`src/rtl/sr_rx_pkg.sv`:
```
// Shared definitions for the shift-register link receiver: FSM encoding and default frame sizes.
package sr_rx_pkg;

    typedef enum logic [1:0] {
        IDLE = 2'b00,
        DYN  = 2'b01,
        STAT = 2'b10
    } rx_state_e;

    localparam int SIZESRDYN_DEF  = 16;
    localparam int SIZESRSTAT_DEF = 88;
    localparam int GAP_MAX_DEF    = 64;

endpackage

```
`src/rtl/sr_sync2.sv`:
```
// Two-flop synchronizer for one link line, with an optional falling-edge pulse
// derived from the synchronized level.
module sr_sync2 #(
    parameter bit EDGE_EN = 1'b0
) (
    input  logic CLK,
    input  logic RST,
    input  logic d,
    output logic q,
    output logic fall
);

    logic [1:0] sync_r;

    // Metastability chain into the CLK domain
    always_ff @(posedge CLK) begin
        if (RST) begin
            sync_r <= 2'b00;
        end else begin
            sync_r <= {sync_r[0], d};
        end
    end

    assign q = sync_r[1];

    generate
        if (EDGE_EN) begin : g_edge
            logic prev_r;

            // Previous synchronized level for edge detection
            always_ff @(posedge CLK) begin
                if (RST) begin
                    prev_r <= 1'b0;
                end else begin
                    prev_r <= sync_r[1];
                end
            end

            assign fall = prev_r & ~sync_r[1];
        end else begin : g_no_edge
            assign fall = 1'b0;
        end
    endgenerate

endmodule

```
`src/rtl/sr_frame_rx.sv`:
```
// Receive-side deserializer for the dynamic/static shift-register link, oversampled in the CLK domain.
// Optional inter-bit gap timeout is enabled by defining SR_RX_TIMEOUT_EN.
module sr_frame_rx
    import sr_rx_pkg::*;
#(
    parameter int SIZESRDYN  = SIZESRDYN_DEF,
    parameter int SIZESRSTAT = SIZESRSTAT_DEF
`ifdef SR_RX_TIMEOUT_EN
    ,
    parameter int GAP_MAX    = GAP_MAX_DEF
`endif
) (
    input  logic                  CLK,
    input  logic                  RST,
    input  logic                  CLK_UC,
    input  logic                  SEL,
    input  logic                  MOSI,
    output logic [SIZESRDYN-1:0]  DYN_DATA,
    output logic                  DYN_VALID,
    output logic [SIZESRSTAT-1:0] STAT_DATA,
    output logic                  STAT_VALID,
    output logic                  FRAME_ERR,
    output logic                  BUSY
);

    localparam int CW = $clog2(SIZESRSTAT + 1);

    logic                  uc_fall_s;
    logic                  uc_lvl_s;
    logic                  sel_s;
    logic                  sel_fall_s;
    logic                  mosi_s;
    logic                  mosi_fall_s;
    logic                  timeout_s;
    rx_state_e             state_r;
    logic [CW-1:0]         cnt_r;
    logic [SIZESRDYN-1:0]  dyn_sh_r;
    logic [SIZESRSTAT-1:0] stat_sh_r;

    sr_sync2 #(.EDGE_EN(1'b1)) u_sync_uc   (.CLK(CLK), .RST(RST), .d(CLK_UC), .q(uc_lvl_s), .fall(uc_fall_s));
    sr_sync2 #(.EDGE_EN(1'b0)) u_sync_sel  (.CLK(CLK), .RST(RST), .d(SEL),    .q(sel_s),    .fall(sel_fall_s));
    sr_sync2 #(.EDGE_EN(1'b0)) u_sync_mosi (.CLK(CLK), .RST(RST), .d(MOSI),   .q(mosi_s),   .fall(mosi_fall_s));

`ifdef SR_RX_TIMEOUT_EN
    localparam int GW = $clog2(GAP_MAX + 1);
    logic [GW-1:0] gap_r;

    assign timeout_s = (gap_r == GW'(GAP_MAX - 1)) && !uc_fall_s;

    // Cycles since the last sample while a frame is open
    always_ff @(posedge CLK) begin
        if (RST) begin
            gap_r <= '0;
        end else if (uc_fall_s || timeout_s || ((state_r != DYN) && (state_r != STAT))) begin
            gap_r <= '0;
        end else begin
            gap_r <= gap_r + GW'(1);
        end
    end
`else
    assign timeout_s = 1'b0;
`endif

    // Frame FSM: shift registers, counter and all registered outputs
    always_ff @(posedge CLK) begin
        if (RST) begin
            state_r    <= IDLE;
            cnt_r      <= '0;
            dyn_sh_r   <= '0;
            stat_sh_r  <= '0;
            DYN_DATA   <= '0;
            STAT_DATA  <= '0;
            DYN_VALID  <= 1'b0;
            STAT_VALID <= 1'b0;
            FRAME_ERR  <= 1'b0;
            BUSY       <= 1'b0;
        end else begin
            DYN_VALID  <= 1'b0;
            STAT_VALID <= 1'b0;
            FRAME_ERR  <= 1'b0;
            case (state_r)
                IDLE: begin
                    // The first dynamic bit both opens the frame and counts as bit 1
                    if (uc_fall_s && !sel_s) begin
                        dyn_sh_r <= {dyn_sh_r[SIZESRDYN-2:0], mosi_s};
                        cnt_r    <= CW'(1);
                        state_r  <= DYN;
                        BUSY     <= 1'b1;
                    end else begin
                        BUSY     <= 1'b0;
                    end
                end
                DYN: begin
                    if (uc_fall_s && !sel_s) begin
                        dyn_sh_r <= {dyn_sh_r[SIZESRDYN-2:0], mosi_s};
                        if (cnt_r == CW'(SIZESRDYN - 1)) begin
                            DYN_DATA  <= {dyn_sh_r[SIZESRDYN-2:0], mosi_s};
                            DYN_VALID <= 1'b1;
                            cnt_r     <= '0;
                            state_r   <= STAT;
                        end else begin
                            cnt_r     <= cnt_r + CW'(1);
                        end
                    end else if (uc_fall_s || timeout_s) begin
                        FRAME_ERR <= 1'b1;
                        cnt_r     <= '0;
                        state_r   <= IDLE;
                        BUSY      <= 1'b0;
                    end else begin
                        BUSY      <= 1'b1;
                    end
                end
                STAT: begin
                    if (uc_fall_s && sel_s) begin
                        stat_sh_r <= {stat_sh_r[SIZESRSTAT-2:0], mosi_s};
                        if (cnt_r == CW'(SIZESRSTAT - 1)) begin
                            STAT_DATA  <= {stat_sh_r[SIZESRSTAT-2:0], mosi_s};
                            STAT_VALID <= 1'b1;
                            cnt_r      <= '0;
                            state_r    <= IDLE;
                            BUSY       <= 1'b0;
                        end else begin
                            cnt_r      <= cnt_r + CW'(1);
                        end
                    end else if (uc_fall_s || timeout_s) begin
                        FRAME_ERR <= 1'b1;
                        cnt_r     <= '0;
                        state_r   <= IDLE;
                        BUSY      <= 1'b0;
                    end else begin
                        BUSY      <= 1'b1;
                    end
                end
                default: begin
                    cnt_r   <= '0;
                    state_r <= IDLE;
                    BUSY    <= 1'b0;
                end
            endcase
        end
    end

endmodule

```
`config.mk`:
```
export PLATFORM = sky130hd
export DESIGN_NAME = sr_frame_rx
export DESIGN_NICKNAME = d
export VERILOG_FILES = /design/src/rtl/sr_rx_pkg.sv /design/src/rtl/sr_sync2.sv /design/src/rtl/sr_frame_rx.sv
export SDC_FILE = /design/constraint.sdc
export NUM_CORES = 1
export LEC_CHECK = 0
export ABC_AREA = 1
export BUFFER_PORTS_ARGS = -buffer_cell sky130_fd_sc_hd__buf_2
export CORE_MARGIN = 2
export CORE_UTILIZATION = 29
export CTS_CLUSTER_DIAMETER = 40
export DETAILED_ROUTE_END_ITERATION = 10
export HOLD_SLACK_MARGIN = 0.08
export PLACE_DENSITY_LB_ADDON = 0.08
export REMOVE_ABC_BUFFERS = 1
export SLEW_MARGIN = 20
export SYNTH_ARGS = -nofsm -noshare
export SYNTH_HDL_FRONTEND = slang
export SYNTH_SLANG_ARGS = --single-unit
```
`constraint.sdc`:
```
create_clock -name CLK -period 3.8 [get_ports CLK]
set_clock_uncertainty 0.1 [all_clocks]
set_input_delay 0.38 -clock CLK [delete_from_list [all_inputs] [get_ports CLK]]
set_output_delay 0.38 -clock CLK [all_outputs]
set_load 0.05 [all_outputs]
```
# After elaboration in Yosys (flattened, before gate mapping)
# Cells that the tools add are included.
[totals]
regBits = 226
inputBits = 5
out_inout_bits = 108
wordCells = 68
[op_classes]
addsub = 1
eq_ne = 8
muxes = 26
bitwise_logic = 6
n_reduce_logical = 13
[ops]
columns = ["operator", "count"]
rows = [
  ["$mux W7", 6],
  ["$pmux W7 S3", 1],
  ["$mux W2", 6],
  ["$mux W1", 10],
  ["$reduce_and A3 Y1", 3],
  ["$add A7 B1 Y7 const B", 1],
  ["$eq A7 B4 Y1 const B", 1],
  ["$eq A7 B7 Y1 const B", 1],
  ["$ne A3 B3 Y1 const B", 2],
  ["$pmux W2 S3", 1],
  ["$reduce_and A2 Y1", 3],
  ["$reduce_or A3 Y1", 2],
  ["$not A1 Y1", 5],
  ["$ne A2 B2 Y1 const B", 2],
  ["$pmux W1 S3", 1],
  ["$eq A2 B1 Y1 const B", 1],
  ["$eq A2 B2 Y1 const B", 1],
  ["$logic_and A1 B1 Y1", 2],
  ["$logic_not A2 Y1", 1],
  ["$pmux W1 S2", 1],
  ["$reduce_or A2 Y1", 1],
  ["$and A1 B1 Y1", 1],
  ["$logic_not A1 Y1", 1],
]

# Depth between registers and ports, before layout
# Gate-level depths: netlist of the first run.
[logic_depth]
ltp_word = 5
ltp_mapped = 11
mapped_depth_nobuf = 10

# Cells and area by module
# A second synthesis of the first run with hierarchy kept.
[unflattened]
cells_unflattened = 967
hier_area_um2 = 8144.1
[by_module_without_submodules]
columns = ["module", "n_inst", "cells_each", "area_each_um2"]
rows = [
  ["sr_frame_rx", 1, 940, 7918.8],
  ["sr_sync2 at u_sync_mosi ...", 2, 8, 66.3],
  ["sr_sync2 at u_sync_uc", 1, 11, 92.6],
]

# Worst setup path after synthesis of the first run
# OpenSTA, ideal clock, no wires.
[synth_timing]
path_kind = "register -> register"
from = "reg cnt_r[1]"
to = "reg STAT_DATA[0]"
t_arrival_ns = 1.422
setup_slack_ns = 2.164
path_stages_with_launch = 10
period_less_slack_ns = 1.636
cell_sequence = "dfxtp_1 -> ha_1 -> nand2_2 -> nor2_1 -> nand2_2 -> nor2_8 -> inv_2 -> clkbuf_1 -> nand3_1 -> nand2_1"
[synth_via]
elab_chain_cells = 2
[synth_rtl]
columns = ["element", "line", "text"]
rows = [
  ["from (decl)", "sr_frame_rx.sv:36", "logic [CW-1:0] cnt_r;"],
  ["from (signal assigned)", "sr_frame_rx.sv:102", "cnt_r <= cnt_r + CW'(1);"],
  ["from (signal assigned)", "sr_frame_rx.sv:123", "cnt_r <= cnt_r + CW'(1);"],
  ["$eq A7 B7 Y1", "sr_frame_rx.sv:116", "if (cnt_r == CW'(SIZESRSTAT - 1)) begin"],
  ["$reduce_and A3 Y1 (no line)", "n/a", ""],
  ["to (signal assigned)", "sr_frame_rx.sv:117", "STAT_DATA <= {stat_sh_r[SIZESRSTAT-2:0], mosi_s};"],
  ["to (decl)", "sr_frame_rx.sv:20", "output logic [SIZESRSTAT-1:0] STAT_DATA,"],
]
# Every way passes these cells.
# A chain may end at the register's enable or synchronous reset.

# Final worst setup path of the first run
[layout_timing]
from = "reg cnt_r[1]"
to = "reg STAT_DATA[52]"
# The elaborated chain is that of the path after synthesis.

==> results of run 1 <==
## power by group
group | switching [mW] | total [mW] | internal, mW
clock | 1.21 | 3.49 | 2.28
sequential | 0.00667 | 2.39 | 2.38
combinational | 0.0607 | 0.0801 | 0.0194
## placed cells by master, fill, tap and decap left out, drive strengths merged
master and instances:
nand2 102, nor2 112, nor3 1, a211oi 25, or2 1, clkinvlp 1, clkbuf 50, nand3 69
ha 5, bufinv 4, a21oi 99, buf 119, o21ai 163, nor3b 1, o22ai 1, dfxtp 226
dlygate4sd3 3, nand3b 1, clkinv 7, xor2 2, inv 98, xnor2 2
## layer usage
layer  global-route usage (%)  share of wire (%)
met1                     18.5                 48
met2                     21.7                 44
met3                     4.49                5.6
met4                     4.68                2.1
met5                        0                  0
## registers in the layout, summed over array words and instances (netlist names)
register                 count
DYN_VALID                    1
state_r                      2
cnt_r                        7
BUSY                         1
FRAME_ERR                    1
u_sync_uc.sync_r             2
stat_sh_r                   87
STAT_DATA                   88
dyn_sh_r                    15
u_sync_sel.sync_r            2
DYN_DATA                    16
u_sync_uc.g_edge.prev_r      1
STAT_VALID                   1
u_sync_mosi.sync_r           2
## layout make-up
class                   instances  area, µm²  area share (%)
clock buffers                  50       1070            10.5
flip-flops and latches        226       4520            44.5
repair buffers                122        656            6.45
inverters                      91        344            3.38
well taps                     372        465            4.58
clock inverters                19        245            2.41
multi-input cells             584       2860            28.2
## path summary, 6_finish.rpt
kind / slack (ns) / cells past startpoint / endpoint
max: 1.29 / 9 / STAT_DATA[52]
max reg2reg: 1.29 / 9 / STAT_DATA[52]
min reg2reg: 0.30 / 2 / u_sync_mosi.sync_r[1]
min: 0.30 / 2 / u_sync_mosi.sync_r[1]
## kinds of logic after synthesis
logic type / count (synthesis)
compound gates: 288
simple gates: 287
flops: 226
buf+inv: 157
fa+ha+maj: 5
xor+xnor: 4
## worst register-to-register path, stage by stage (launching register included)
cell and delay [ns]:
dfxtp_1 0.37, ha_1 0.24, nand2_2 0.09, nor2_1 0.14, nand2_2 0.12, nor2_8 0.28, nand2_4 0.36, inv_2 0.56
nand2_1 0.11, nand2_1 0.08
## per-stage QoR
step / hold slack, ns / cell area [µm²] / setup TNS (ns) / setup WS, ns / cells
floorplan: 0.288 / 7720 / -396.87 / -3.36 / 901
global placement: 0.289 / 8820 / 0 / 1.29 / 1392
detailed placement: 0.297 / 8820 / 0 / 1.25 / 1392
CTS: 0.305 / 10200 / 0 / 1.23 / 1464
global route: 0.318 / 10200 / 0 / 1.01 / 1464
finish: 0.297 / 10200 / 0 / 1.29 / 1464
## timing repair
item,in CTS,in global routing
buffers inserted,0,0
hold endpoints to repair,3,0
hold buffers,3,0
==> results.md, run 1 <==
- XOR/XNOR share of the synthesized area: 0.436%
- CP Launch Point: cnt_r[1]
- DR iter-0 viols: 389
- Vias in the first global route: 6,257
- Minimum clock period: 2.51 ns
- # resized after CTS: 0
- Vias: 6,540
- Final Slew Violations: 0
- Post-synth top area cell: dfxtp_1
- Outcome: finished, final reports clean
- Largest cells by area after synthesis: dfxtp_1 56%, o21ai_0 9.4%, a21oi_1 6.2%, nor2_1 5.1%, nand2_1 4.6%
- Endpoint class of the critical path: flop
- Initial Util: 29.6%
- Worst EP required: 4.14 ns
- Netlist cell types: 28
- CP max-delay cell: inv_2
- Die height: 170 µm
- Fillers: 2,860
- Simple-gate area share of the yosys netlist: 15.1%
- Hold path startpoint: u_sync_mosi.sync_r[0]
- Mux contribution to synthesized area: 0%
- Worst rel slew slack: 50.1%
- Post-detailed-routing wire length: 20,200 µm
- Final Power: 5.96 mW
- TritonCTS clock tree: built
- Adder-cell area share of the yosys netlist: 0.779%
- CP arrival: 2.85 ns
- Power Dens Cells: 586 nW/µm²
- Tot GR Track Use: 14.0%
- Drt pass-1 iters: 4
- Clock Tree Buf Depth: 3
- CP Class: flop to flop
- Asr flop ratio synth: 0%
- Synth warnings: 0
- Tightest Pin Transition: 0.749 ns
- Worst setup SP type: flop
- #FFs+latches synth: 226
- Initial antenna violation count: 0
- RSZ-0062 raised after global routing: no
- Largest family of logic cells by synthesized area: compound AO/OA/AOI/OAI gates
- GRT overflow: 0
- Clock sink count: 226
- Final setup fails: 0
- Worst flop-to-flop path startpoint: cnt_r[1]
- Sequential share of the synthesized area: 56.4%
- Worst-Skew Late Latency: 0.50 ns
- Share of the synthesized area in the top cell type: 56.4%
- Post-synth top cells: 226 x dfxtp_1, 151 x o21ai_0, 110 x nor2_1
- CP bufs+invs: 1
- CP cell instances: ha_1 -> nand2_2 -> nor2_1 -> nand2_2 -> nor2_8 -> nand2_4 -> inv_2 -> nand2_1 -> nand2_1
- Final Util: 37.5%
- Syn Std Cell Area: 8030 µm²
- Die W: 170 µm
- Total CTS buffers: 39
- # IOs: 113
- Largest net degree at the start of global routing: 184
- DRC Markers: 0
- Die ar.: 29,000 µm²
- Core Footprint: 27,100 µm²
- Crit path largest cell delay: 0.54 ns
- Global-route wire length before repair: 33,000 µm
- Gp weighted congestion: 0.774
- Critical path peak fanout: 40
- Wire per inst: 13.8 µm
- Antenna Cells: 0
- Count leader, synth: dfxtp_1
- Port buffer count: 112
- Mapped Avg Cell Area: 8.30 µm²
- Ys flop type: dfxtp_1
- Worst min path class: flop to flop
- Final HPWL DP: 11,700 µm
- Compound-Gate Fraction of Synth Area: 19.2%
- Max_cap viols: 0
- Critical path's top delay family: simple AND/OR/NAND/NOR gates
- Root Driver: clkbuf_16
- Clk slew on worst S/H paths: 0.05 ns
- EDFF count, synth: 0
- Layout area overhead: 26.7%
- Via density: 4.47
- Share of cells above drive strength 1: 18.8%
- Period utilization: 66.0%
- Fmax: 0.399 GHz
- Antenna Nets Post-Route: 0
- Syn Inst Count: 967
- Nets@finish: 1,074
- Hold Violations, Final: 0
- H-tree Lvls: 2
- Peak supply drop: 0.000297 V
- Rows: 60
- Lkg Pwr: 4.37 nW
Power figures use the tool's default switching activity.
==> inputs of run 2 (changes only) <==
==> constraint.sdc (replaced) <==
create_clock -name CLK -period 2.6 [get_ports CLK]
set_clock_uncertainty 0.1 [all_clocks]
set_input_delay 0.26 -clock CLK [delete_from_list [all_inputs] [get_ports CLK]]
set_output_delay 0.26 -clock CLK [all_outputs]
set_load 0.05 [all_outputs]
==> results.md, run 2 (same netlist as run 1, synthesis figures left out) <==
- TritonCTS clock tree: built
- CP Class: flop to flop
- Top flop regs: STAT_DATA x88, stat_sh_r x87, DYN_DATA x16
- Via density: 4.42
- Root Driver: clkbuf_16
- Endpoint class of the critical path: flop
- GRT overflow: 0
- DRC Markers: 0
- Wire per inst: 13.7 µm
- Tot GR Track Use: 13.8%
- Global-route wire length before repair: 32,500 µm
- TNS Setup: 0 ns
- Initial Util: 29.6%
- Period utilization: 79.5%
- Worst EP required: 2.91 ns
- Nets@finish: 1,076
- Comb power frac: 1.4%
- Critical path peak fanout: 39
- # resized after CTS: 0
- Worst rel slew slack: 62.5%
- Antenna Cells: 0
- Vias in the first global route: 6,109
- Core Footprint: 27,100 µm²
- Hold path startpoint: RST
- Peak supply drop: 0.000334 V
- CP Launch Point: state_r[0]
- Fin cells: 1,465
- Worst flop-to-flop path startpoint: state_r[0]
- Switching share of power: 20.3%
- Tightest Pin Transition: 0.561 ns
- Final HPWL DP: 11,800 µm
- Max_cap viols: 0
- Total CTS buffers: 37
- Gp weighted congestion: 0.756
- Fmax: 0.484 GHz
- RSZ-0062 raised after global routing: no
- Post-detailed-routing wire length: 20,000 µm
- Minimum clock period: 2.07 ns
- Drt pass-1 iters: 4
- Layout area overhead: 27.1%
- Initial antenna violation count: 0
- Worst-Skew Late Latency: 0.49 ns
- Die ar.: 29,000 µm²
- Lkg Pwr: 4.37 nW
- Die W: 170 µm
- Setup WS post-layout: 0.532 ns
- CP max-delay cell: inv_2
- Antenna Nets Post-Route: 0
- P_int: 6.84 mW
- Largest net degree at the start of global routing: 128
- Vias: 6,471
- Rows: 60
- Clk slew on worst S/H paths: 0.05 ns
- Clock share of power: 57.9%
- Final Power: 8.59 mW
- CP cell instances: inv_1 -> ha_1 -> inv_1 -> nor2_4 -> inv_2 -> nor2_8 -> inv_2 -> buf_12 -> nand3_1 -> o21ai_0
- Clock Tree Buf Depth: 3
- Final Util: 37.6%
- Final setup fails: 0
- Power Dens Cells: 842 nW/µm²
- Commonest non-fill, non-tap cell in the layout: dfxtp_1
- Worst setup SP type: flop
- Most frequent cells in the layout: 226 x dfxtp_1, 151 x o21ai_0, 112 x buf_2
- Largest register FFs: 88
- Clock sink count: 226
- DR iter-0 viols: 353
- Place WS: 0.484 ns
- Largest Register: STAT_DATA
- Crit path largest cell delay: 0.41 ns
- H-tree Lvls: 2
- CP arrival: 2.37 ns
- Hold Violations, Final: 0
- Sequential cell fraction of total power: 40.7%
- Share of cells above drive strength 1: 18.8%
- Final Slew Violations: 0
- Die height: 170 µm
- Placed insts: 1,396
- Worst min path class: input port to flop
- Outcome: finished, final reports clean
- Port buffer count: 112
- # IOs: 113
- Switching Power: 1.74 mW
run 2: cell type report:
| type | instances | area, µm² |
|---|---|---|
| fillers | 2841 | 16900 |
| flip-flops and latches | 226 | 4520 |
| multi-input cells | 584 | 2860 |
| clock buffers | 53 | 1100 |
| repair buffers | 126 | 723 |
| well taps | 372 | 465 |
| inverters | 91 | 344 |
| clock inverters | 13 | 181 |
run 2: routing by layer:
layer / up-vias / share of wire [%] / global-route usage (%)
met3: 27 / 6.9 / 4.65
met5: - / 0 / 0
li1: 3389 / - / -
met1: 2939 / 47 / 18.2
met4: 0 / 1.7 / 4.12
met2: 116 / 44 / 21.3
run 2: worst paths after layout:
path | cells after the start | end | slack [ns]
setup reg to reg | 10 | STAT_DATA[4] | 0.53
setup / recovery | 10 | STAT_DATA[4] | 0.53
hold reg to reg | 2 | u_sync_sel.sync_r[1] | 0.30
hold / removal | 4 | stat_sh_r[72] | 0.15
run 2: worst max-delay path: cells and delay by family, from the launching register on:
| kind | cells | cell delay [ns] |
|---|---|---|
| flops | 1 | 0.36 |
| simple gates | 3 | 0.21 |
| buf+inv | 5 | 1.01 |
| compound gates | 1 | 0.09 |
| fa+ha+maj | 1 | 0.21 |
run 2: stage by stage:
stage,cell area (µm²),hold slack (ns)
global route,10200,0.172
floorplan,7720,0.229
global placement,8890,0.291
CTS,10200,0.136
detailed placement,8890,0.297
finish,10200,0.148
run 2: what timing repair did:
item | 4_1_cts | 5_1_grt
endpoints found under the hold margin | 3 | 0
buffers inserted | 0 | 0
hold buffers | 3 | 0
run 2: power groups by stage:
stage                     combinational [mW]  clock (mW)  sequential (mW)
after floorplan                       0.0644           0             3.56
after global placement                 0.120           0             3.56
after detailed placement               0.119           0             3.56
after CTS                              0.122        5.11             3.49
after global routing                   0.137        5.27             3.49
final                                  0.119        4.97             3.49
==> inputs of run 3 (changes only) <==
==> constraint.sdc (replaced) <==
create_clock -name CLK -period 2.1 [get_ports CLK]
set_clock_uncertainty 0.1 [all_clocks]
set_input_delay 0.21 -clock CLK [delete_from_list [all_inputs] [get_ports CLK]]
set_output_delay 0.21 -clock CLK [all_outputs]
set_load 0.05 [all_outputs]
==> results.md, run 3 (same netlist as run 1, synthesis figures left out) <==
- # resized after CTS: 0
- Clock sink count: 226
- Lkg Pwr: 4.41 nW
- Via density: 4.42
- Hold depth: 2
- Endpoint class of the critical path: flop
- Max_cap viols: 0
- WHS Endpoint: u_sync_mosi.sync_r[1]
- Final setup fails: 0
- Outcome: finished, final reports clean
- Drt pass-1 iters: 4
- H-tree Lvls: 2
- Post-detailed-routing wire length: 20,200 µm
- Worst min path class: flop to flop
- Largest Register: STAT_DATA
- Place WS: 0.225 ns
- Initial antenna violation count: 0
- CP cell instances: inv_1 -> ha_1 -> nor2_1 -> nor2_1 -> or2_2 -> o21ai_0 -> nand2_1 -> nand2_1 -> a21oi_1
- Port buffer count: 112
- Tightest Pin Transition: 0.577 ns
- Vias in the first global route: 6,307
- Hold Violations, Final: 0
- Antenna Nets Post-Route: 0
- Power Dens Cells: 1030 nW/µm²
- Fmax: 0.529 GHz
- Die height: 170 µm
- Layout area overhead: 28.1%
- Worst flop-to-flop path startpoint: state_r[1]
- Fillers: 2,833
- Vias: 6,509
- Wire per inst: 13.7 µm
- Nets@finish: 1,083
- R2R setup slack: 0.21 ns
- Largest register FFs: 88
- R2R cell count: 9
- Worst EP required: 2.38 ns
- R2R Path End: cnt_r[0]
- RSZ-0062 raised after global routing: no
- CP Class: flop to flop
- Setup WS post-layout: 0.211 ns
- Tot GR Track Use: 14.0%
- Critical path peak fanout: 7
- CP bufs+invs: 1
- Worst-Skew Late Latency: 0.51 ns
- Minimum clock period: 1.89 ns
- CP arrival: 2.16 ns
- Peak supply drop: 0.000478 V
- TritonCTS clock tree: built
- Share of cells above drive strength 1: 19.6%
- GRT overflow: 0
- Die W: 170 µm
- # IOs: 113
- Final Power: 10.6 mW
- Cts hold-fix bufs: 4
- Hold path startpoint: u_sync_mosi.sync_r[0]
- Worst rel slew slack: 61.4%
- DRC Markers: 0
- Clk slew on worst S/H paths: 0.05 ns
- Hold Slack: 0.295 ns
- Initial Util: 29.6%
- Final Slew Violations: 0
- Final HPWL DP: 12,100 µm
- Setup bufs post-CTS: 0
- Most frequent cells in the layout: 226 x dfxtp_1, 151 x o21ai_0, 112 x buf_2
- Largest net degree at the start of global routing: 127
- Critical path's top delay family: simple AND/OR/NAND/NOR gates
- Top flop regs: STAT_DATA x88, stat_sh_r x87, DYN_DATA x16
- Commonest non-fill, non-tap cell in the layout: dfxtp_1
- CP max-delay cell: dfxtp_1
- Core Footprint: 27,100 µm²
- Global-route wire length before repair: 33,000 µm
- Clock Tree Buf Depth: 3
- Crit path largest cell delay: 0.34 ns
- Rows: 60
- Root Driver: clkbuf_16
- Die ar.: 29,000 µm²
- Antenna Cells: 0
- DR iter-0 viols: 335
- Period utilization: 89.9%
- Final Util: 38.0%
- Gp weighted congestion: 0.766
- Total CTS buffers: 36
- Worst setup SP type: flop
run 3: changes by cell type in the layout (fill, tap and decap cells not counted):
cell	change
bufinv_16	+1
buf_12	+3
clkinv_2	+1
dlygate4sd3_1	+1
clkinv_4	+3
clkbuf_16	-2
clkbuf_1	-3
clkbuf_8	-3
inv_6	+2
buf_4	+4
clkinvlp_4	+1
run 3: per-layer routing:
metal,vias to the layer above,GRT usage (%),share of wire (%)
met1,2965,18.4,48
met5,-,0,0
li1,3415,-,-
met4,0,4.24,1.5
met3,26,4.14,5.4
met2,103,22.2,45
run 3: tightest hold or removal path, stage by stage (launching register included):
cell     delay, ns
dfxtp_1       0.29
inv_1         0.04
nor2_1        0.03
run 3: stage by stage:
stage / setup TNS (ns) / std cells / instance area [µm²]
floorplan: -738.56 / 901 / 7720
global placement: 0 / 1403 / 8980
detailed placement: 0 / 1403 / 8980
CTS: 0 / 1473 / 10300
global route: 0 / 1473 / 10300
finish: 0 / 1473 / 10300
run 3: layout make-up:
| class | count | area (µm²) | area share [%] |
|---|---|---|---|
| inverters | 91 | 344 | 3.35 |
| multi-input cells | 584 | 2860 | 27.8 |
| clock buffers | 45 | 996 | 9.68 |
| clock inverters | 21 | 268 | 2.60 |
| well taps | 372 | 465 | 4.53 |
| flip-flops and latches | 226 | 4520 | 44.0 |
| repair buffers | 134 | 823 | 8.00 |
run 3: report_power, final:
part / leakage, nW / total [mW] / internal, mW / switching [mW]
clock: 0.603 / 6.12 / 4.01 / 2.12
combinational: 1.99 / 0.155 / 0.0435 / 0.112
sequential: 1.82 / 4.32 / 4.31 / 0.0123
run 3: how the worst max path moves through the flow:
stage | start | end | slack (ns) | cells after the start
after floorplan | state_r[0] | STAT_DATA[0] | -5.06 | 10
after global placement | state_r[1] | cnt_r[0] | 0.22 | 9
after detailed placement | cnt_r[1] | STAT_DATA[19] | 0.22 | 9
after CTS | cnt_r[1] | STAT_DATA[28] | 0.21 | 9
after global routing | state_r[1] | state_r[1] | 0.04 | 8
final | state_r[1] | cnt_r[0] | 0.21 | 9
